$ cat config.mk
export PLATFORM = sky130hd
export DESIGN_NAME = stopwatch_ctrl_flat
export DESIGN_NICKNAME = d
export VERILOG_FILES = /design/src/rtl/stopwatch_ctrl_if.sv /design/src/rtl/stopwatch_ctrl.sv /design/src/flat_wrapper.sv
export SDC_FILE = /design/constraint.sdc
export NUM_CORES = 1
export LEC_CHECK = 0
export CELL_PAD_IN_SITES_DETAIL_PLACEMENT = 1
export CELL_PAD_IN_SITES_GLOBAL_PLACEMENT = 1
export CORE_AREA = 5 5 65 67
export CTS_CLUSTER_DIAMETER = 120
export DETAILED_ROUTE_END_ITERATION = 8
export DIE_AREA = 0 0 70 72
export HOLD_SLACK_MARGIN = 0.06
export PLACE_DENSITY_LB_ADDON = 0.1
export SYNTH_ARGS = -nofsm -noshare
export SYNTH_HDL_FRONTEND = slang
export SYNTH_SLANG_ARGS = --single-unit
$ cat constraint.sdc
create_clock -name clk -period 2.45 [get_ports clk]
set_input_delay 0.245 -clock clk [delete_from_list [all_inputs] [get_ports clk]]
set_output_delay 0.245 -clock clk [all_outputs]
set_load 0.01 [all_outputs]
$ cat src/rtl/stopwatch_ctrl_if.sv
// Stopwatch controller button/control bundle.
// master: the side that owns the buttons and consumes go/cnt_reset/running/lap_hold.
// slave : the stopwatch controller itself.
interface stopwatch_ctrl_if;
  logic start_stop;  // raw start/stop pushbutton level, active-high
  logic clear;       // raw clear pushbutton level, active-high
  logic go;          // one-cycle tenth-second enable to the counter block
  logic cnt_reset;   // active-high clear to the counter block
  logic running;     // high while the FSM is in RUN
  logic lap_hold;    // display-freeze request

  modport master (
    output start_stop, clear,
    input  go, cnt_reset, running, lap_hold
  );

  modport slave (
    input  start_stop, clear,
    output go, cnt_reset, running, lap_hold
  );
endinterface

$ cat src/rtl/stopwatch_ctrl.sv
// Stopwatch controller: button synchronizers and press detection, IDLE/RUN/PAUSED
// FSM, tenth-second prescaler producing the counter's go pulse.
// Optional lap/display-freeze behaviour is enabled by defining STOPWATCH_LAP_EN;
// without it lap_hold is tied low and clear in RUN is ignored.
module stopwatch_ctrl #(
  parameter int unsigned TICK_DIV = 5000000  // clk cycles per tenth-second, 2..2^24
) (
  input  logic            clk,
  input  logic            reset,   // synchronous, active-high
  stopwatch_ctrl_if.slave sw
);

  localparam int unsigned PW = (TICK_DIV > 1) ? $clog2(TICK_DIV) : 1;
  localparam logic [PW-1:0] PRE_LAST = PW'(TICK_DIV - 1);

  localparam logic [1:0] S_IDLE   = 2'b00;
  localparam logic [1:0] S_RUN    = 2'b01;
  localparam logic [1:0] S_PAUSED = 2'b10;

  // Button synchronizers: meta -> sync -> prev. A press is sync=1, prev=0,
  // so a held button yields exactly one event.
  logic ss_meta_q, ss_sync_q, ss_prev_q;
  logic cl_meta_q, cl_sync_q, cl_prev_q;
  logic ss_ev, cl_ev;

  logic [1:0]    state_q, state_d;
  logic [PW-1:0] presc_q, presc_d;

  // Two-flop synchronizers plus previous-value flops for both buttons
  always_ff @(posedge clk) begin
    if (reset) begin
      ss_meta_q <= 1'b0;
      ss_sync_q <= 1'b0;
      ss_prev_q <= 1'b0;
      cl_meta_q <= 1'b0;
      cl_sync_q <= 1'b0;
      cl_prev_q <= 1'b0;
    end else begin
      ss_meta_q <= sw.start_stop;
      ss_sync_q <= ss_meta_q;
      ss_prev_q <= ss_sync_q;
      cl_meta_q <= sw.clear;
      cl_sync_q <= cl_meta_q;
      cl_prev_q <= cl_sync_q;
    end
  end

  // start_stop wins a same-cycle collision; the clear press is simply dropped.
  assign ss_ev = ss_sync_q & ~ss_prev_q;
  assign cl_ev = cl_sync_q & ~cl_prev_q & ~ss_ev;

`ifdef STOPWATCH_LAP_EN
  logic lap_q, lap_d;

  // Next state and lap-hold toggling
  always_comb begin
    state_d = state_q;
    lap_d   = lap_q;
    case (state_q)
      S_IDLE: begin
        if (ss_ev) state_d = S_RUN;
      end
      S_RUN: begin
        if (ss_ev)      state_d = S_PAUSED;
        else if (cl_ev) lap_d   = ~lap_q;
      end
      S_PAUSED: begin
        if (ss_ev) begin
          state_d = S_RUN;
        end else if (cl_ev) begin
          // First clear releases a frozen display; the next one clears the watch.
          if (lap_q) lap_d   = 1'b0;
          else       state_d = S_IDLE;
        end
      end
      default: state_d = S_IDLE;
    endcase
    if (state_d == S_IDLE) lap_d = 1'b0;
  end

  // Lap-hold register
  always_ff @(posedge clk) begin
    if (reset) lap_q <= 1'b0;
    else       lap_q <= lap_d;
  end

  assign sw.lap_hold = lap_q;
`else
  // Next state; clear only matters in PAUSED
  always_comb begin
    state_d = state_q;
    case (state_q)
      S_IDLE: begin
        if (ss_ev) state_d = S_RUN;
      end
      S_RUN: begin
        if (ss_ev) state_d = S_PAUSED;
      end
      S_PAUSED: begin
        if (ss_ev)      state_d = S_RUN;
        else if (cl_ev) state_d = S_IDLE;
      end
      default: state_d = S_IDLE;
    endcase
  end

  assign sw.lap_hold = 1'b0;
`endif

  // State register
  always_ff @(posedge clk) begin
    if (reset) state_q <= S_IDLE;
    else       state_q <= state_d;
  end

  // Prescaler next value: counts only in RUN, holds in PAUSED so a resume keeps
  // the partial tenth, and is zero whenever the watch is (or is about to be) idle.
  always_comb begin
    presc_d = '0;
    case (state_q)
      S_RUN:    presc_d = (presc_q == PRE_LAST) ? '0 : presc_q + 1'b1;
      S_PAUSED: presc_d = (state_d == S_IDLE) ? '0 : presc_q;
      default:  presc_d = '0;
    endcase
  end

  // Prescaler register
  always_ff @(posedge clk) begin
    if (reset) presc_q <= '0;
    else       presc_q <= presc_d;
  end

  // Outputs decode registered state only; reset suppresses a go in its own cycle
  // so a mid-RUN abort never emits one more tick.
  assign sw.go        = (state_q == S_RUN) && (presc_q == PRE_LAST) && !reset;
  assign sw.running   = (state_q == S_RUN);
  assign sw.cnt_reset = reset || (state_q == S_IDLE);

endmodule

$ cat src/flat_wrapper.sv
// flat-port wrapper written by rule: the top's interface ports become plain ports
module stopwatch_ctrl_flat 
#(
  parameter int unsigned TICK_DIV = 5000000                                         
)
  (clk, reset, sw_start_stop, sw_clear, sw_go, sw_cnt_reset, sw_running, sw_lap_hold);
  stopwatch_ctrl_if sw_i ();
  input  logic clk;
  input  logic reset;
  input wire logic [$bits(sw_i.start_stop)-1:0] sw_start_stop;
  input wire logic [$bits(sw_i.clear)-1:0] sw_clear;
  output wire logic [$bits(sw_i.go)-1:0] sw_go;
  output wire logic [$bits(sw_i.cnt_reset)-1:0] sw_cnt_reset;
  output wire logic [$bits(sw_i.running)-1:0] sw_running;
  output wire logic [$bits(sw_i.lap_hold)-1:0] sw_lap_hold;
  assign sw_i.start_stop = sw_start_stop;
  assign sw_i.clear = sw_clear;
  assign sw_go = sw_i.go;
  assign sw_cnt_reset = sw_i.cnt_reset;
  assign sw_running = sw_i.running;
  assign sw_lap_hold = sw_i.lap_hold;
  stopwatch_ctrl #(.TICK_DIV(TICK_DIV)) u_core (.clk(clk), .reset(reset), .sw(sw_i));
endmodule
Word-level counts from Yosys, hierarchy flattened:

Index checks and enable logic that the tools add are counted.

* $add $sub $neg: 1
* multiply operators: 0
* divide/modulo/power cells: 0
* $lt $le $gt $ge: 0
* eq/ne operators: 4
* shifts and indexed selects: 0
* muxes and demuxes: 8
* bitwise logic cells: 6
* reduce and logical (&&, ||, !) cells: 6

Operators with widths (count)
* 23-bit two-way mux: 2
* 23-bit case mux with 2 select lines: 1
* 23-bit by 1-bit adder with 23-bit output (second input constant): 1
* 23-bit equality test (second input constant): 1
* 2-bit two-way mux: 4
* 2-bit case mux with 3 select lines: 1
* 2-bit logical NOT: 2
* 1-bit AND: 3
* 1-bit NOT: 3
* 2-bit by 1-bit equality test with 1-bit output (second input constant): 1
* 2-bit equality test (second input constant): 1
* 1-bit logical AND: 2
* 2-bit by 1-bit inequality test with 1-bit output (second input constant): 1
* 1-bit logical NOT: 1
* 1-bit logical OR: 1

* register bits after elaboration: 31
* latch bits: 0
* memory bits (writable): 0
* ROM bits: 0
* input bits: 4
* output and inout bits: 4
* word-level logic and storage cells: 33
* memories: 0

Logic depth before layout (Yosys ltp):

Gate-level depths: netlist (run 1).

* word-level depth: 10
* mapped depth: 7
* mapped depth without buffers: 6

Worst setup path before layout (run 1):

OpenSTA, ideal clock, no wires.

* path kind: register -> register
* start point: register u_core.presc_q[16]
* end point: register u_core.presc_q[3]
* setup time: 122 ps
* data arrival time: 1741 ps
* data required time: 2328 ps
* slack: 588 ps
* cell stages (with the launch flop): 6
* path buffers: 0
* period minus slack after synthesis: 1862 ps
* path through: dfxtp_1 > or4b_4 > nor4_4 > a21oi_2 > and3_1 > a221o_1

* cells in the longest elaborated chain, start to end: 3

Ends and longest elaborated chain
* start: declaration: RTL line stopwatch_ctrl.sv:27 `logic [PW-1:0] presc_q, presc_d;`
* start signal: assignment: RTL line stopwatch_ctrl.sv:130 `else presc_q <= presc_d;`
* 23-bit equality test: RTL line stopwatch_ctrl.sv:121 `S_RUN: presc_d = (presc_q == PRE_LAST) ? '0 : presc_q + 1'b1;`
* 23-bit two-way mux: RTL line stopwatch_ctrl.sv:121
* 23-bit case mux with 2 select lines: RTL line stopwatch_ctrl.sv:120 `case (state_q)`

No other way between the ends.
A chain may end at the register's enable or synchronous reset.

Final worst setup path (run 1):

* start point: register u_core.presc_q[17]
* end point: output sw_go

* cells in the longest elaborated chain, start to end: 3

Ends and longest elaborated chain
* 23-bit equality test: RTL line stopwatch_ctrl.sv:135 `assign sw.go = (state_q == S_RUN) && (presc_q == PRE_LAST) && !reset;`
* 1-bit logical AND (2 in series): RTL line stopwatch_ctrl.sv:135
* end: declaration: RTL line flat_wrapper.sv:12 `output wire logic [$bits(sw_i.go)-1:0] sw_go;`

No other way between the ends.

==> metrics.txt, run 1 <==
final hold vios=0; clk_lat worst skew=approximately 0.33 ns; Initial Util=0.425; hold_sp=u_core.cl_meta_q; Fillers=438; Num CTS Buffers=5; Cell Pwr Density=~500 nW/um2; largest net degree at the start of global routing=18; WL/cell=15.2 um; Slew HR=0.518; M1 GR Usage=0.178; register area share after synthesis=0.408; cts-stage hold buffer count=0; Final ANT Viol Nets=0; synth warn=0; final instance area=1680 um2; via-per-instance ratio=about 5.4; Crit Reg-Reg Endpoint=u_core.presc_q[14]; die height=between 70 and 80 um; most frequent cells in the layout=dfxtp_1 (31), nor2_1 (23), xnor2_1 (14); area leader, netlist=dfxtp_1; CTS tree=done; status=finished clean; cell leakage power=~0.55 nW; class of the most critical setup path=reg -> out; Hold Path Class=reg -> reg; arrival time at the worst endpoint=just over 2 ns; core area=between 3000 and 4000 um2; FFs w/ async S/R, synth=0; Layout area overhead=10.5%; initial antenna violation count=0; Reg2Reg Depth=6; Synth Flop Type=dfxtp_1; area of the mapped netlist=1520 um2; Root Buffer=clkbuf_4; final net count=190; diode count=0; Die W=roughly 70 um; number of synthesized flops with an enable pin=0; GRT met3 Usage=0.0457; DR vias=about 1300; gpl congestion=slightly above 0.8; top cell type's share of synthesized area=0.408; worst slew pin tran=approximately 0.72 ns; GRT Total Usage=0.153; Mapped Cells=~180; Ports=8; Clock Sinks=31; CTS H-tree depth=2; Synth Net Count=183; post-synthesis cell type count=approximately 40; port buffer count=6; Syn Area/Cell=8.55 um2; Routed WL=approximately 3.6 mm; # DRC=0; first-pass GRT wire length=between 6 and 7 mm; leading cell types by total area after synthesis=dfxtp_1 (41%), xnor2_1 (8.1%), nor2_1 (5.7%); DIE AREA=approximately 5000 um2; vias in the first global route=1287; f_max=around 440 MHz; share of cells above drive strength 1=0.0968; RSZ-0062 raised after global routing=false; DR pass1 iterations=4; fin crit share=0.930; FF+latch count, synth=31; DP Area=about 1600 um2; flop2flop setup slack=0.30 ns; Critical path origin=u_core.presc_q[17]; CP endpoint=sw_go; 1st-iter DRT viols=37; CP required=between 2 and 2.5 ns; gr busiest metal=met2; min Tclk post-route=between 2 and 2.5 ns; max-slew violations=0; Total Neg Setup Slack=0 ns; register area=approximately 620 um2; Layout Skew=roughly 0.006 ns; worst-path fanout max=3; Detailed Place HPWL=around 2.6 mm; Final setup viols=0; maxcap violations=0; startpoint types=flop; Overflow after GRT=0; M2 GR Usage=0.269; Rows=22; clock tree buffer depth=2; R2R Path Start=u_core.presc_q[17]; commonest non-fill, non-tap cell in the layout=dfxtp_1; area occupied by multi-input gates=between 800 and 900 um2; CP endpoint kind=output port; clock transition at the registers of the reported paths=around 0.1 ns; VDD IR max=250 uV
how the worst min path moves through the flow:
stage	to	slack [ns]	cells after the start
after floorplan	u_core.cl_meta_q	0.37	1
after global placement	u_core.ss_sync_q	0.43	1
after detailed placement	u_core.cl_sync_q	0.44	1
after CTS	u_core.cl_meta_q	0.46	2
after global routing	u_core.cl_meta_q	0.45	2
final	u_core.cl_sync_q	0.46	1
sequential cells by signal (all words and copies together) (netlist names):
| name | flops |
|---|---|
| u_core.ss_prev_q | 1 |
| u_core.state_q | 2 |
| u_core.cl_sync_q | 1 |
| u_core.ss_sync_q | 1 |
| u_core.cl_prev_q | 1 |
| u_core.cl_meta_q | 1 |
| u_core.ss_meta_q | 1 |
| u_core.presc_q | 23 |
metrics by stage:
stage           util  power (mW)  instances  worst slack, ns  hold WS [ns]
2_1_floorplan      -       0.548        178            0.588         0.373
3_3_place_gp   0.453       0.561        225            0.164         0.431
3_5_place_dp   0.453       0.563        225            0.129         0.438
4_1_cts        0.470       0.853        234            0.140         0.456
5_1_grt        0.470       0.885        234           0.0499         0.453
6_report       0.470       0.841        234            0.172         0.457
power by group:
part           switching (mW)  total [mW]  internal (mW)
clock                   0.183       0.290          0.107
sequential            0.00248       0.512          0.509
combinational          0.0222      0.0392         0.0170
worst max-delay path: stages (launching register included):
cell,delay (ns)
dfxtp_1,0.34
or4b_1,0.58
nor4_4,0.27
nand2_1,0.09
nor3_1,0.14
dlygate4sd2_1,0.29
final cells by class:
type                       count  area share
tap                           48      0.0357
timing repair buffer          11      0.0573
clock inverter                 3     0.00893
clock buffer                   5      0.0223
sequential                    31       0.369
multi-input combinational    134       0.502
inverter                       2     0.00446
cells in the mapped netlist (4+ instances only):
| library cell | n |
|---|---|
| nor3_1 | 6 |
| nand4_1 | 4 |
| a21oi_1 | 7 |
| nand2_1 | 10 |
| o21ai_0 | 5 |
| clkbuf_1 | 8 |
| and3_1 | 5 |
| nor2b_1 | 9 |
| dfxtp_1 | 31 |
| nor2_1 | 23 |
| nor4_1 | 11 |
| nand3_1 | 9 |
| xnor2_1 | 14 |
timing repair:
| action | in CTS | in global routing |
|---|---|---|
| resized for setup | 1 | 0 |
| buffers inserted | 1 | 0 |
| setup endpoints to repair | 1 | 0 |
routing by layer:
metal  share of wire  wire, um
met3           0.026        92
met2            0.51      1800
met5               0         0
met1            0.45      1620
met4           0.013        46
cells by family after synthesis:
group | Yosys count | synth area share
compound gates | 20 | 0.0872
xor+xnor | 14 | 0.0806
fa+ha+maj | 1 | 0.00822
buf+inv | 13 | 0.0395
flops | 31 | 0.408
mux | 1 | 0.00658
other cells | 1 | 0.00246
simple gates | 97 | 0.368
Power figures use the tool's default switching activity.
==> inputs of run 2 (changes only) <==
Settings changed: CTS_CLUSTER_DIAMETER 120 to not set.
==> results of run 2 <==
Final layout, timing and power as in run 1 (identical DEF).
==> inputs of run 3 (changes only) <==
Settings changed: SETUP_SLACK_MARGIN set to 0.2.
==> metrics.txt, run 3 (synthesis gave the netlist of run 1 again) <==
status=finished clean; maxcap violations=0 (unchanged); DR pass1 iterations=4 (unchanged); initial antenna violation count=0 (unchanged); CTS tree=done; Final ANT Viol Nets=0 (unchanged); Ports=8 (unchanged); final net count=190 (unchanged); class of the most critical setup path=reg -> reg; DP Area=1620 um2 (unchanged); Overflow after GRT=0 (unchanged); Layout area overhead=10.9%; f_max=475 MHz (+8.1%); vias in the first global route=1287 (unchanged); CP required=2.66 ns (+0.46 ns); core area=3580 um2 (unchanged); Slew HR=0.534 (+0.0160); Routed WL=3.57 mm (+0.25%); Net Sw Frac=0.248 (about the same); final instance area=1690 um2 (+0.30%); die height=72 um (unchanged); VDD IR max=251 uV (+0.15%); clk_lat worst skew=0.33 ns (about the same); P_int=633 uW (about the same); Crit Reg-Reg Endpoint=u_core.presc_q[14]; Top Registers=u_core.presc_q: 23 flops, u_core.state_q: 2 flops; Reg2Reg Depth=6 (unchanged); cell leakage power=0.545 nW (-0.14%); # DRC=0 (unchanged); Combinational Power Share=0.047 (about the same); port buffer count=6 (unchanged); arrival time at the worst endpoint=2.32 ns (+0.29 ns); DIE AREA=5040 um2 (unchanged); Layout Skew=0.00721 ns (+0.00119 ns); Root Buffer=clkbuf_4; max-slew violations=0 (unchanged); via-per-instance ratio=5.44 (+0.55%); RSZ-0062 raised after global routing=false; largest reg by FF count=u_core.presc_q; fin crit share=0.860 (-0.0700); diode count=0 (unchanged); Non-Filler Instances=234 (unchanged); Placed Instances=225 (unchanged); worst slew pin tran=0.699 ns (-0.0240 ns); Clock Sinks=31 (unchanged); hold_sp=u_core.cl_meta_q; Initial Util=0.425 (unchanged); Worst path slowest cell=or4b_4; largest net degree at the start of global routing=18 (unchanged); startpoint types=flop; Cell Pwr Density=498 nW/um2 (-0.30%); clock tree buffer depth=2 (unchanged); Hold Path Class=reg -> reg; worst-path fanout max=15 (+12); min Tclk post-route=2.11 ns (-0.172 ns); share of cells above drive strength 1=0.124 (+0.0269); worst path cell trace=or4b_4 -> nor4_4 -> buf_4 -> a21oi_2 -> o21bai_4 -> o21ai_1; Tot Pwr=841 uW (about the same); Core Util, Final=0.471 (+0.00140); Fillers=437 (-0.23%); 1st-iter DRT viols=38 (+2.7%); Die W=70 um (unchanged); R2R Path Start=u_core.presc_q[16]; first-pass GRT wire length=6.13 mm (-0.23%); DR vias=1273 (+0.55%); commonest non-fill, non-tap cell in the layout=dfxtp_1; crit-path max cell delay=0.54 ns (-0.04 ns); Rows=22 (unchanged); Final setup viols=0 (unchanged); Total Neg Setup Slack=0 ns (unchanged); gpl congestion=0.812 (unchanged); sw power=208 uW (about the same); Num CTS Buffers=5 (unchanged); most frequent cells in the layout=dfxtp_1 (28), nor2_1 (23), xnor2_1 (14); clock transition at the registers of the reported paths=0.11 ns (about the same); final hold vios=0 (unchanged); Hold Crit Depth=1 (unchanged); GRT Total Usage=0.152 (-0.000292); Min-Delay Endpoint=u_core.cl_sync_q; max FFs per register=23 (unchanged); Flop pwr share=0.608 (about the same); clock share of power=0.345 (about the same); flop2flop setup slack=0.34 ns (+0.04 ns); CP endpoint kind=flop; WL/cell=15.3 um (+0.25%); Detailed Place HPWL=2.56 mm (unchanged); CTS H-tree depth=2 (unchanged)
==> run 3: cell types whose count changed in the layout (fill, tap and decap cells not counted), sizes merged <==
cell / change
buf: +1
dlygate4sd2: -1
==> run 3: final cells by class <==
type	instances	area [um2]	share of cell area
tap	48	60.1	0.0356
inverter	2	7.51	0.00445
clock buffer	5	37.5	0.0223
sequential	31	624	0.370
clock inverter	3	15.0	0.00890
timing repair buffer	11	92.6	0.0549
multi-input combinational	134	850	0.504
==> run 3: per-layer routing <==
| layer | up-vias | GRT usage | share of wire |
|---|---|---|---|
| met5 | - | 0 | 0 |
| met4 | 0 | 0.0511 | 0.013 |
| met3 | 4 | 0.0457 | 0.024 |
| met2 | 11 | 0.269 | 0.51 |
| met1 | 618 | 0.177 | 0.45 |
| li1 | 640 | - | - |
==> run 3: timing repair <==
| item | in CTS | in global routing |
|---|---|---|
| setup endpoints to repair | 1 | 1 |
| buffers inserted | 1 | 0 |
| gates cloned | 0 | 0 |
| pin swaps | 1 | 1 |
| hold buffers | 0 | 0 |
| gates resized for setup | 4 | 4 |
==> run 3: worst max path at each step <==
stage / from / endpoint / slack (ns) / cells after the start
final: u_core.presc_q[16] / u_core.presc_q[14] / 0.34 / 6
after global placement: u_core.presc_q[16] / sw_go / 0.16 / 5
after global routing: u_core.presc_q[16] / sw_go / 0.23 / 5
after detailed placement: u_core.presc_q[16] / sw_go / 0.13 / 5
after CTS: u_core.presc_q[17] / sw_go / 0.21 / 5
after floorplan: u_core.presc_q[16] / u_core.presc_q[3] / 0.59 / 5
==> run 3: worst max-delay path, delay by kind of cell (launching register included) <==
family	cells	cell delay (ns)
AOI/OAI and AO/OA	3	0.67
buffers and inverters	1	0.16
DFF	1	0.35
and+or+nand+nor	2	0.80
==> run 3: per-stage QoR <==
step                setup slack [ns]  hold slack (ns)
global route                   0.230            0.453
CTS                            0.207            0.456
global placement               0.164            0.431
detailed placement             0.129            0.438
floorplan                      0.588            0.373
finish                         0.343            0.457
==> run 3: power groups by stage <==
stage | Clock (mW) | Sequential (mW) | Combinational [mW]
final | 0.290 | 0.511 | 0.0393
after global routing | 0.329 | 0.513 | 0.0433
after CTS | 0.301 | 0.512 | 0.0403
after detailed placement | 0 | 0.523 | 0.0399
after global placement | 0 | 0.523 | 0.0384
after floorplan | 0 | 0.522 | 0.0253
